[config.mk]
export PLATFORM = sky130hd
export DESIGN_NAME = univ_shift_reg_p
export DESIGN_NICKNAME = d
export VERILOG_FILES = /design/src/rtl/univ_shift_reg_p.sv
export SDC_FILE = /design/constraint.sdc
export NUM_CORES = 1
export LEC_CHECK = 0
export ABC_AREA = 1
export CAP_MARGIN = 20
export CELL_PAD_IN_SITES_DETAIL_PLACEMENT = 1
export CELL_PAD_IN_SITES_GLOBAL_PLACEMENT = 2
export CORE_MARGIN = 4
export CORE_UTILIZATION = 25
export CTS_CLUSTER_DIAMETER = 100
export DETAILED_ROUTE_END_ITERATION = 7
export GPL_ROUTABILITY_DRIVEN = 0
export MAX_ROUTING_LAYER = met4
export PLACE_DENSITY = 0.77
export SKIP_LAST_GASP = 1
export SLEW_MARGIN = 20
export SYNTH_ARGS = -nofsm -noshare
export SYNTH_HDL_FRONTEND = slang
export SYNTH_SLANG_ARGS = --single-unit
[constraint.sdc]
create_clock -name clock -period 1.34 [get_ports clock]
set_input_delay 0.335 -clock clock [delete_from_list [all_inputs] [get_ports clock]]
set_output_delay 0.335 -clock clock [all_outputs]
set_load 0.05 [all_outputs]
[src/rtl/univ_shift_reg_p.sv]
// Parametrised universal shift register with a counted burst-shift engine.
// Eight step operations (hold, shifts, load, rotates, arithmetic shift, clear)
// can be applied directly every cycle, or repeated N times from one start
// command with a busy/done handshake.
module univ_shift_reg_p #(
    parameter int WIDTH = 8,
    parameter int CNT_W = 4
) (
    input  logic             clock,
    input  logic             reset,
    input  logic [2:0]       mode,
    input  logic [WIDTH-1:0] d,
    input  logic             si,
    input  logic             sil,
    input  logic             start,
    input  logic [CNT_W-1:0] count,
    output logic [WIDTH-1:0] q,
    output logic             q0,
    output logic             qn,
    output logic             busy,
    output logic             done
);

    typedef enum logic [0:0] {
        ST_IDLE  = 1'b0,
        ST_BURST = 1'b1
    } state_t;

    localparam logic [CNT_W-1:0] CNT_ZERO = {CNT_W{1'b0}};
    localparam logic [CNT_W-1:0] CNT_ONE  = CNT_ZERO + 1'b1;

    state_t           state_r;
    state_t           state_nxt_s;
    logic [CNT_W-1:0] cnt_r;
    logic [CNT_W-1:0] cnt_nxt_s;
    logic [2:0]       mode_r;
    logic [2:0]       mode_nxt_s;
    logic [WIDTH-1:0] q_r;
    logic [WIDTH-1:0] q_nxt_s;
    logic             busy_r;
    logic             busy_nxt_s;
    logic             done_r;
    logic             done_nxt_s;
    logic             start_burst_s;
    logic             start_empty_s;

    // One register step for a given operation; d/si/sil are always live inputs.
    function automatic logic [WIDTH-1:0] step_fn(
        input logic [2:0]       op,
        input logic [WIDTH-1:0] cur,
        input logic [WIDTH-1:0] din,
        input logic             ser_r,
        input logic             ser_l
    );
        logic [WIDTH-1:0] res;
        case (op)
            3'b000:  res = cur;
            3'b001:  res = {ser_r, cur[WIDTH-1:1]};
            3'b010:  res = {cur[WIDTH-2:0], ser_l};
            3'b011:  res = din;
            3'b100:  res = {cur[0], cur[WIDTH-1:1]};
            3'b101:  res = {cur[WIDTH-2:0], cur[WIDTH-1]};
            3'b110:  res = {cur[WIDTH-1], cur[WIDTH-1:1]};
            3'b111:  res = {WIDTH{1'b0}};
            default: res = cur;
        endcase
        return res;
    endfunction

    assign start_burst_s = start && (count != CNT_ZERO);
    assign start_empty_s = start && (count == CNT_ZERO);

    // State register: IDLE/BURST, synchronous reset aborts any burst.
    always_ff @(posedge clock) begin
        if (reset) begin
            state_r <= ST_IDLE;
        end else begin
            state_r <= state_nxt_s;
        end
    end

    // Next-state logic: leave IDLE on a non-empty start, leave BURST after the last step.
    always_comb begin
        state_nxt_s = state_r;
        case (state_r)
            ST_IDLE: begin
                if (start_burst_s) begin
                    state_nxt_s = ST_BURST;
                end else begin
                    state_nxt_s = ST_IDLE;
                end
            end
            ST_BURST: begin
                if (cnt_r == CNT_ONE) begin
                    state_nxt_s = ST_IDLE;
                end else begin
                    state_nxt_s = ST_BURST;
                end
            end
            default: state_nxt_s = ST_IDLE;
        endcase
    end

    // Output/datapath logic: next register value, counter, latched mode and handshake.
    always_comb begin
        q_nxt_s    = q_r;
        cnt_nxt_s  = cnt_r;
        mode_nxt_s = mode_r;
        busy_nxt_s = 1'b0;
        done_nxt_s = 1'b0;
        case (state_r)
            ST_IDLE: begin
                if (start_burst_s) begin
                    // The start cycle only captures the command; no step happens.
                    mode_nxt_s = mode;
                    cnt_nxt_s  = count;
                    busy_nxt_s = 1'b1;
                end else if (start_empty_s) begin
                    done_nxt_s = 1'b1;
                end else begin
                    q_nxt_s = step_fn(mode, q_r, d, si, sil);
                end
            end
            ST_BURST: begin
                q_nxt_s   = step_fn(mode_r, q_r, d, si, sil);
                cnt_nxt_s = cnt_r - 1'b1;
                if (cnt_r == CNT_ONE) begin
                    done_nxt_s = 1'b1;
                end else begin
                    busy_nxt_s = 1'b1;
                end
            end
            default: begin
                cnt_nxt_s = CNT_ZERO;
            end
        endcase
    end

    // Datapath registers: contents, step counter, latched mode, busy/done flags.
    always_ff @(posedge clock) begin
        if (reset) begin
            q_r    <= {WIDTH{1'b0}};
            cnt_r  <= CNT_ZERO;
            mode_r <= 3'b000;
            busy_r <= 1'b0;
            done_r <= 1'b0;
        end else begin
            q_r    <= q_nxt_s;
            cnt_r  <= cnt_nxt_s;
            mode_r <= mode_nxt_s;
            busy_r <= busy_nxt_s;
            done_r <= done_nxt_s;
        end
    end

    assign q    = q_r;
    assign q0   = q_r[0];
    assign qn   = q_r[WIDTH-1];
    assign busy = busy_r;
    assign done = done_r;

endmodule

# == After elaboration in Yosys (flattened, before gate mapping) ==
# Cells that the tools add are included.
# totals
register_bits,17
inputBits,20
# classes
add_sub_neg,1
n_eq_ne,22
mux,14
bitwise,1
n_reduce_logical,9
# ops
operator,count
$pmux 8 s7,2
$eq 3x3->1 const B,8
$mux 8,2
$pmux 8 s2,1
$ne 2x2->1 const B,7
$eq 3x2->1 const B,4
$pmux 4 s2,1
$eq 3x1->1 const B,2
$logic_not 3->1,2
$reduce_and 6->1,1
$mux 1,5
$eq 4x1->1 const B,1
$logic_not 4->1,1
$mux 4,1
$pmux 1 s2,2
$reduce_and 4->1,1
$reduce_bool 4->1,1
$sub 4x1->4 const B,1
$logic_and 1x1->1,2
$reduce_and 2->1,1
$not 1->1,1

# == Depth between registers and ports, before layout ==
# depth
word_depth,5
depth_mapped,11
ltp_nobuf,10

# == Worst setup path before layout ==
# Ideal clock, no wire load.
# synth_path
kind,reg-to-reg
start,"reg, netlist name busy"
end,reg q_r[7] (netlist: q[7])
t_arrival_ps,1528
t_required_ps,1231
path_slack_ps,-297
stages_incl_launch_ff,12
path_buffers,2
synth_period_minus_slack_ps,1637
cell_sequence,dfxtp_1 > buf_4 > inv_2 > buf_6 > nand3_2 > nand3_4 > inv_4 > nand2_2 > inv_1 > nand3_1 > nand2_1 > inv_1
# synth_lines
element,line_no,source
end signal: assignment,142,q_r <= {WIDTH{1'b0}};
end signal: assignment,148,q_r <= q_nxt_s;
end: declaration,38,logic [WIDTH-1:0] q_r;

# == Worst setup path in the final report ==
# layout_path
start,reg q_r[2] (netlist: q[2])
end,out q[2]
# layout_lines
element,line_no,source
end: declaration,17,"output logic [WIDTH-1:0] q,"
# No word-level cell between the ends.

==> run_results.csv <==
group,metric,value,unit
run_status,outcome,"finished, final reports clean",
sta,setup_violations,0,
grt,grt_max_degree,16,
placed_design,port_buffers,31,
power_and_ir_drop,p_sw,0.7826,mW
logic_synthesis,synth.distinct_cells,29,
grt,grt_pass1_vias,1742,
power_and_ir_drop,total_leakage_power,1.075,nW
clock_network,cts_buffers,3,
final_layout,num_antenna_cells,0,
clock_network,clock-sinks,17,
logic_synthesis,async_flop_share,0,
sta,fin_skew,4.873,ps
drt,vias_per_cell,4.736,
drt,initialDrtViolationCount,98,
final_layout,layout.cells.non_filler,368,
sta,final_hold_viol_count,0,
floorplan,die_height,82.67,µm
logic_synthesis,synth_seq_cells,17,
clock_network,path_clk_slew,70,ps
placed_design,dpl.hpwl,4.178,mm
power_and_ir_drop,max-vdd-ir-drop,0.3962,mV
floorplan,die_x,82.67,µm
worst_setup_path,cp-start-kind,"register",
logic_synthesis,syn-num-nets,257,
logic_synthesis,yosysTopAreaCell,"dfxtp_1",
final_layout,nNetsFinal,321,
clock_network,insertion_delay,250,ps
worst_setup_path,crit_family,"flip-flops",
sta,finalMaxSlewViolations,0,
grt,grt_pass1_wl,8.914,mm
clock_network,root_buffer,"clkbuf_8",
sta,post-route-worst-setup-slack,33.93,ps
worst_setup_path,cp-end-kind,"output pin",
sta,rsz0062_at_grt,"true",
sta,fin_hold_ws,416.0,ps
clock_network,cts_tree,"yes",
sta,fin_crit_sh,0.9747,
clock_network,cts_max_path_buffers,2,
grt,grt_usage,0.1775,
worst_setup_path,critPathMaxFanout,6,
worst_setup_path,crit_chain,"buf_12",
logic_synthesis,syn_area,0.001394,mm²
worst_setup_path,crit_required,1000,ps
final_layout,areaGrowthSynthToFinish,64.99,%
clock_network,h-tree-depth,1,
floorplan,core_area,0.005270,mm²
floorplan,ios,32,
worst_setup_path,critPathArrivalTime,970,ps
logic_synthesis,postSynthCellCount,235,
power_and_ir_drop,pwr-share-clk,0.201,
sta,fmax,765.7,MHz
grt,gr-total-overflow,0,
final_layout,drive_above_1_share,0.3154,
worst_setup_path,reg2reg_setup_slack,60,ps
worst_hold_path,hold_path_class,"in2reg",
floorplan,num_rows,26,
worst_setup_path,crit_buf_inv,1,
worst_setup_path,critPathSlowestCell,"dfxtp_1",
sta,max_slew_margin,0.7695,
sta,tns,0,ps
logic_synthesis,synth_ff_type,"dfxtp_1",
power_and_ir_drop,swShare,0.3914,
power_and_ir_drop,intPower,1.217,mW
grt,antenna_found_initial,0,
logic_synthesis,yosysSeqAreaShare,0.2442,
power_and_ir_drop,power_frac_seq,0.325,
drt,routed_wl,5.425,mm
placed_design,pre_cts_slack,-460.6,ps
clock_network,cts_hold_buf,0,
logic_synthesis,avgSynthCellArea,5.931,µm²
sta,worstMarginPinSlew,345.3,ps
drt,via_count,1743,
power_and_ir_drop,combPwrFrac,0.474,
drt,avgRoutedWirePerCell,14.74,µm
logic_synthesis,yosys_warnings,0,
logic_synthesis,synth_edf_count,0,
placed_design,dp_cells,355,
logic_synthesis,synth_area_leaders,"dfxtp_1, nand2_1, nand3_1",
job,drv_cap,0,
floorplan,fp.dieArea,0.006834,mm²
logic_synthesis,netlist.area_leader.share,0.2442,
floorplan,initial_core_util,0.2645,
drt,dr.pass1.iters,4,
drt,ant_nets,0,
sta,period_needed,1306,ps
worst_setup_path,crit_path_max_incr_delay,530,ps
drt,drc,0,
final_layout,num-fill-cells,709,
worst_setup_path,critPathKind,"reg2out",
power_and_ir_drop,power_density,869.5,mW/mm²
-- cell type report --
type,instances,area [µm²],share of cell area
clock buffers,4,45.04,0.01959
inverters,37,146.4,0.06366
multi-input cells,170,904.6,0.3934
flip-flops and latches,17,357.8,0.1556
well taps,70,87.58,0.03808
repair buffers,69,754.5,0.3281
repair inverters,1,3.754,0.001632
-- per-layer routing --
layer  track usage  routed length (µm)  vias to the layer above
met5             -                   0                        -
met3       0.02711                 240                        2
met1        0.2339                2564                      815
met4       0.02778                  19                        0
met2        0.2925                2601                       36
li1              -                   -                      890
-- registers in the layout, summed over array words and instances, names as in the netlist --
signal  cells
busy        1
q           8
mode_r      3
cnt_r       4
done        1
-- tightest hold or removal path: stages --
cell            delay, ps
dlymetal6s2s_1        140
nand2_1                70
a31oi_1                70
-- stage by stage --
| stage | power, mW | cell area (µm²) | util |
|---|---|---|---|
| after global placement | 1.513 | 2081 | 0.3948 |
| after floorplan | 1.103 | 1409 | - |
| final | 2.000 | 2300 | 0.4364 |
| after CTS | 1.946 | 2141 | 0.4062 |
| after global routing | 2.143 | 2300 | 0.4364 |
| after detailed placement | 1.525 | 2081 | 0.3948 |
-- Yosys cell counts (2+ instances only) --
cell type,number
buf_6,2
dfxtp_1,17
nand4_1,10
a31oi_1,2
buf_4,6
xor2_1,2
inv_1,31
nand2_2,3
clkbuf_1,2
o211ai_1,2
inv_2,5
a21oi_1,16
nand2_1,72
nor2_1,14
o21ai_0,9
nand3_1,28
ha_1,2
-- power by group through the flow --
stage	Combinational [mW]	Sequential, mW	Clock [mW]
finish	0.949	0.649	0.402
global route	1.04	0.660	0.448
CTS	0.883	0.644	0.418
detailed placement	0.871	0.654	0
global placement	0.860	0.654	0
floorplan	0.391	0.712	0
-- final timing paths --
| kind | endpoint | start | cells past startpoint |
|---|---|---|---|
| min | cnt_r[0] | count[0] | 3 |
| max | q[2] | q[2] | 1 |
| max reg2reg | q[4] | mode_r[1] | 7 |
| min reg2reg | cnt_r[1] | cnt_r[1] | 2 |
-- layout by cell type, fill, tap and decap left out, types with 2 or more instances in the layout --
cell,count
nand2_1,70
buf_4,30
inv_1,29
nand3_1,24
clkdlybuf4s50_1,13
buf_12,13
a21oi_1,12
dfxtp_1,11
nand4_1,10
o21ai_0,9
nor2_1,9
inv_2,7
nor2_2,6
buf_6,6
a21oi_2,5
nand2_2,4
nand3_2,4
dfxtp_4,4
clkbuf_8,3
dlymetal6s2s_1,3
o21ai_4,2
nand3_4,2
o211ai_1,2
a31oi_1,2
xor2_1,2
ha_1,2
clkbuf_2,2
dfxtp_2,2
-- cells by family (layout without fill, tap and decap cells) --
logic type / count (synthesis) / count (layout) / share of synthesized area
DFF: 17 / 17 / 0.2442
AOI/OAI and AO/OA: 34 / 34 / 0.1427
xor gates and xnor gates: 2 / 2 / 0.01257
buffers and inverters: 48 / 111 / 0.1589
adders and majority gates: 2 / 2 / 0.01795
and+or+nand+nor: 132 / 132 / 0.4237
-- timing repair --
action,in CTS,in global routing
endpoints found under the setup margin,11,15
resized for setup,9,39
cloned,1,0
setup buffers,0,8
pin swaps,0,12
(Power assumes the default switching activity.)
==> edit 1, RTL diff (config.mk and constraints unchanged) <==
Set the parameter `CNT_W` to 3 (it was 4).
--- a/src/rtl/univ_shift_reg_p.sv
+++ b/src/rtl/univ_shift_reg_p.sv
@@ -4,7 +4,7 @@
 // command with a busy/done handshake.
 module univ_shift_reg_p #(
     parameter int WIDTH = 8,
-    parameter int CNT_W = 4
+    parameter int CNT_W = 3
 ) (
     input  logic             clock,
     input  logic             reset,
Ports: changed (resized count); port bits go from 32 to 31. No check against the original RTL was run, so the function may have changed too.
==> edit 1 against the unedited design <==
  * Sequential cell count decreased by 1
  * Clock power is 15% higher
  * Die area decreased by 11%
  * Total power shrank 1.2%
  * Cell area shrank 13%
  * First-iteration DRC count is 54% lower
  * Synthesized area shrank 13%
  * Worst setup slack gained 2.2 ps
  * Wire length shrank 17%
  * Synthesized cell count down 14%
  * Critical path type unchanged
  * Largest cell class unchanged
==> edit 1: results (changes against the unedited design) <==
<table>
<tr><th>Metric</th><th>Value</th></tr>
<tr><th colspan="2">Yosys</th></tr>
<tr><td>Synthesized area per cell</td><td>5.997 µm² (+1.1%)</td></tr>
<tr><td>Proportion of synthesized chip area in sequential cells</td><td>26.31% (+1.9 points)</td></tr>
<tr><th colspan="2">Layout</th></tr>
<tr><td>Number of nets at the end of the flow</td><td>285 (-11%)</td></tr>
<tr><td>Share of cells above drive strength 1</td><td>28.90% (-2.6 points)</td></tr>
<tr><th colspan="2">Drt</th></tr>
<tr><td>Drt via density</td><td>4.679 (-1.2%)</td></tr>
<tr><td>Total length of routed wires</td><td>4510 µm (-17%)</td></tr>
<tr><td>DR WL/cell</td><td>13.67 µm (-7.3%)</td></tr>
<tr><th colspan="2">Global route</th></tr>
<tr><td>Met1 demand-to-capacity share in global routing</td><td>19.64% (-3.8 points)</td></tr>
<tr><td>Global-route wire length before repair</td><td>7327 µm (-18%)</td></tr>
<tr><td>All-layer global routing usage</td><td>15.65% (-2.1 points)</td></tr>
<tr><td>Vias in the first global route</td><td>1,521 (-13%)</td></tr>
<tr><td>Maximum number of pins on one net before global-route repair</td><td>13 (-3)</td></tr>
<tr><th colspan="2">Critical path</th></tr>
<tr><td>Start of the worst register-to-register path</td><td>mode_r[2]$_SDFFE_PP0P_</td></tr>
<tr><td>Number of cells on the worst reg-to-reg path</td><td>9 (+2)</td></tr>
<tr><td>Critical Path Slowest Stage Cell</td><td>sky130_fd_sc_hd__dfxtp_2</td></tr>
<tr><td>Capture point of the worst path</td><td>busy</td></tr>
<tr><td>Delay of the slowest cell on the worst path</td><td>400 ps (-130 ps)</td></tr>
<tr><th colspan="2">Hold path</th></tr>
<tr><td>Number of cells on the worst hold path</td><td>2 (-1)</td></tr>
<tr><td>Hold/Removal Path Class</td><td>reg2reg</td></tr>
<tr><td>Worst hold path startpoint</td><td>cnt_r[1]$_SDFFE_PP0P_</td></tr>
<tr><td>Worst Hold End</td><td>cnt_r[1]$_SDFFE_PP0P_</td></tr>
<tr><th colspan="2">Pwr</th></tr>
<tr><td>Pint</td><td>1.203 mW (-1.2%)</td></tr>
<tr><td>Clock-net power</td><td>0.464 mW (+15%)</td></tr>
<tr><th colspan="2">Place</th></tr>
<tr><td>Number of input and output port buffers inserted</td><td>30 (-3.2%)</td></tr>
<tr><td>Post-DP HPWL</td><td>3478 µm (-17%)</td></tr>
<tr><td>Pre-CTS worst setup slack</td><td>-451.6 ps (+9.029 ps)</td></tr>
<tr><th colspan="2">CTS</th></tr>
<tr><td>Post-cts gate resize count</td><td>8 (-1)</td></tr>
<tr><th colspan="2">Status</th></tr>
<tr><td>Status</td><td>finished, final reports clean</td></tr>
</table>
## edit 1: cell types whose count changed after synthesis, sizes merged
cell / change
or2: +1
dfxtp: -1
nand3b: -1
o211ai: -2
nand4: -5
buf: -6
nand2: -23
xor2: -1
inv: -11
nor2: +10
o21ai: -1
a21oi: +25
nand3: -17
## edit 1: cells by family after synthesis
group                    count (synthesis)  synth area share [%]
AO/OA/AOI/OAI                           56                 25.28
adder cells (fa/ha/maj)                  2                 2.055
XOR/XNOR                                 1                0.7196
flip-flops                              16                 26.31
buffers and inverters                   31                 10.79
AND/OR/NAND/NOR                         97                 34.84
## edit 1: final cells by class
| type | count | area, µm² |
|---|---|---|
| inverter | 26 | 102.6 |
| clock buffer | 4 | 55.05 |
| sequential | 16 | 327.8 |
| multi-input combinational | 156 | 780.7 |
| fill | 616 | 2715 |
| tap | 67 | 83.83 |
| timing repair buffer | 61 | 658.1 |
==> edit 2, RTL diff (same flow settings) <==
Without the edit above. Register the input `d` before use, without a reset. The logic sees it one clock later. The other inputs are not delayed to match.
--- a/src/rtl/univ_shift_reg_p.sv
+++ b/src/rtl/univ_shift_reg_p.sv
@@ -28,6 +28,12 @@
 
     localparam logic [CNT_W-1:0] CNT_ZERO = {CNT_W{1'b0}};
     localparam logic [CNT_W-1:0] CNT_ONE  = CNT_ZERO + 1'b1;
+
+    logic [WIDTH-1:0] d_q;
+
+    always_ff @(posedge clock) begin
+        d_q <= d;
+    end
 
     state_t           state_r;
     state_t           state_nxt_s;
@@ -118,11 +124,11 @@
                 end else if (start_empty_s) begin
                     done_nxt_s = 1'b1;
                 end else begin
-                    q_nxt_s = step_fn(mode, q_r, d, si, sil);
+                    q_nxt_s = step_fn(mode, q_r, d_q, si, sil);
                 end
             end
             ST_BURST: begin
-                q_nxt_s   = step_fn(mode_r, q_r, d, si, sil);
+                q_nxt_s   = step_fn(mode_r, q_r, d_q, si, sil);
                 cnt_nxt_s = cnt_r - 1'b1;
                 if (cnt_r == CNT_ONE) begin
                     done_nxt_s = 1'b1;
Behaviour: not the same (Yosys sat finds a counterexample within 4 cycles, from zero or initial values and one cycle with reset high).
==> edit 2 against the unedited design <==
  * Cell area increased by 1.7%
  * Synthesized cell count decreased by 7.2%
  * Count of clock-buffer cells in the layout decreased by 1
  * Critical endpoint is now q[7]
  * Wire length decreased by 5.1%
  * Via count decreased by 4.7%
  * Global-route usage decreased by 2.9 points
  * Synthesized area increased by 7.4%
  * Worst setup slack got worse by 24 ps
  * Sequential cell count increased by 8
  * Final cell count decreased by 6.8%
  * Die area increased by 6.6%
  * Total power increased by 13%
==> edit 2: results (changes against the unedited design) <==
<table>
<tr><th>Metric</th><th>Value</th></tr>
<tr><th colspan="2">Status</th></tr>
<tr><td>Status</td><td>finished, final reports clean</td></tr>
<tr><th colspan="2">Critical path</th></tr>
<tr><td>Number of cells on the worst reg-to-reg path</td><td>9 (+2)</td></tr>
<tr><td>Worst reg2reg endpoint</td><td>q[5]$_SDFFE_PP0P_</td></tr>
<tr><td>Capture point of the worst path</td><td>q[7]</td></tr>
<tr><td>Delay of the slowest cell on the worst path</td><td>430 ps (-100 ps)</td></tr>
<tr><td>Max FO, Critical Path</td><td>7 (+1)</td></tr>
<tr><td>Timing startpoint of the critical path</td><td>q[7]$_SDFFE_PP0P_</td></tr>
<tr><th colspan="2">Place</th></tr>
<tr><td>Post-DP HPWL</td><td>3829 µm (-8.4%)</td></tr>
<tr><td>Number of instances in the placed design</td><td>333 (-6.2%)</td></tr>
<tr><td>Pre-CTS worst setup slack</td><td>-524.1 ps (-63.52 ps)</td></tr>
<tr><th colspan="2">Pwr</th></tr>
<tr><td>Switching Power</td><td>0.8263 mW (+5.6%)</td></tr>
<tr><th colspan="2">Drt</th></tr>
<tr><td>Met1 Routed Length</td><td>2229 µm (-13%)</td></tr>
<tr><td>Routed vias</td><td>1,661 (-4.7%)</td></tr>
<tr><td>Total length of routed wires</td><td>5148 µm (-5.1%)</td></tr>
<tr><td>Total length of routed met2 wires</td><td>2639 µm (+1.5%)</td></tr>
<tr><th colspan="2">Yosys</th></tr>
<tr><td>Synthesized area per cell</td><td>6.864 µm² (+16%)</td></tr>
<tr><td>Synthesized net count</td><td>240 (-6.6%)</td></tr>
<tr><td>Proportion of synthesized chip area in sequential cells</td><td>33.44% (+9.0 points)</td></tr>
<tr><th colspan="2">Timing</th></tr>
<tr><td>Actual transition at the worst max-transition pin</td><td>301.2 ps (-44.11 ps)</td></tr>
<tr><td>FMAX</td><td>752.1 MHz (-1.8%)</td></tr>
<tr><th colspan="2">Layout</th></tr>
<tr><td>Number of nets at the end of the flow</td><td>294 (-8.4%)</td></tr>
<tr><td>Share of cells above drive strength 1</td><td>32.10% (+0.56 points)</td></tr>
<tr><td>Filler cell count</td><td>680 (-4.1%)</td></tr>
<tr><th colspan="2">Global route</th></tr>
<tr><td>Vias in the first global route</td><td>1,750 (+0.46%)</td></tr>
<tr><td>All-layer global routing usage</td><td>14.84% (-2.9 points)</td></tr>
<tr><th colspan="2">CTS</th></tr>
<tr><td>Reg clk slew, reported paths</td><td>100 ps (+30 ps)</td></tr>
<tr><td>Clock network latency to the later pin of the worst-skew pair</td><td>280 ps (+30 ps)</td></tr>
</table>
-- edit 2: final cells by class --
cell class	instances	area [µm²]	area share, %
multi-input cells	160	914.6	39.11
repair buffers	58	669.4	28.62
flip-flops and latches	25	515.5	22.04
inverters	24	100.1	4.280
well taps	72	90.09	3.852
clock buffers	3	41.29	1.766
clock inverters	1	7.507	0.3210
-- edit 2: cell families (layout without fill, tap and decap cells) --
logic type | after synthesis | count (layout) | synth area share [%]
AND/OR/NAND/NOR | 123 | 123 | 41.47
AO/OA/AOI/OAI | 33 | 33 | 11.54
buffers and inverters | 33 | 86 | 10.70
flip-flops | 25 | 25 | 33.44
adder cells (fa/ha/maj) | 2 | 2 | 1.672
XOR/XNOR | 2 | 2 | 1.171
-- edit 2: power groups by stage --
stage	logic, mW	clock network [mW]	registers, mW
after floorplan	0.366	0	0.961
after global placement	0.787	0	0.912
after detailed placement	0.798	0	0.911
after CTS	0.815	0.508	0.896
after global routing	0.934	0.546	0.910
final	0.864	0.490	0.898
-- edit 2: worst min-delay path by stage --
stage	endpoint	startpoint	depth (start not counted)	slack (ps)
detailed placement	cnt_r[2]$_SDFFE_PP0P_	cnt_r[2]$_SDFFE_PP0P_	2	490
global route	cnt_r[0]$_SDFFE_PP0P_	count[0]	3	420
global placement	cnt_r[2]$_SDFFE_PP0P_	cnt_r[2]$_SDFFE_PP0P_	2	490
CTS	d_q[7]$_DFF_P_	d[7]	1	470
floorplan	d_q[0]$_DFF_P_	d[0]	0	360
finish	cnt_r[0]$_SDFFE_PP0P_	count[0]	3	410
-- edit 2: metrics by stage --
| step | hold slack, ps | total power [mW] |
|---|---|---|
| after global placement | 488.7 | 1.699 |
| after global routing | 418.2 | 2.390 |
| after detailed placement | 493.4 | 1.708 |
| final | 411.0 | 2.252 |
| after floorplan | 362.7 | 1.326 |
| after CTS | 474.9 | 2.219 |
-- edit 2: tightest hold or removal path, stage by stage --
cell and delay, ps:
sky130_fd_sc_hd__dlymetal6s2s_1 140, sky130_fd_sc_hd__nand2_1 90, sky130_fd_sc_hd__a31oi_2 80
-- edit 2: repair_timing --
| action | 4_1_cts | 5_1_grt |
|---|---|---|
| hold buffers | 0 | 0 |
| endpoints found under the hold margin | 0 | 0 |
| setup endpoints to repair | 13 | 20 |
| buffers inserted | 1 | 5 |
| gates resized for setup | 16 | 36 |
| pin swaps | 2 | 19 |
-- edit 2: layer usage --
layer / vias to the layer above / track usage [%]
met4: 0 / 4.029
met5: - / -
met3: 8 / 3.495
met2: 33 / 25.64
li1: 827 / -
met1: 793 / 17.12
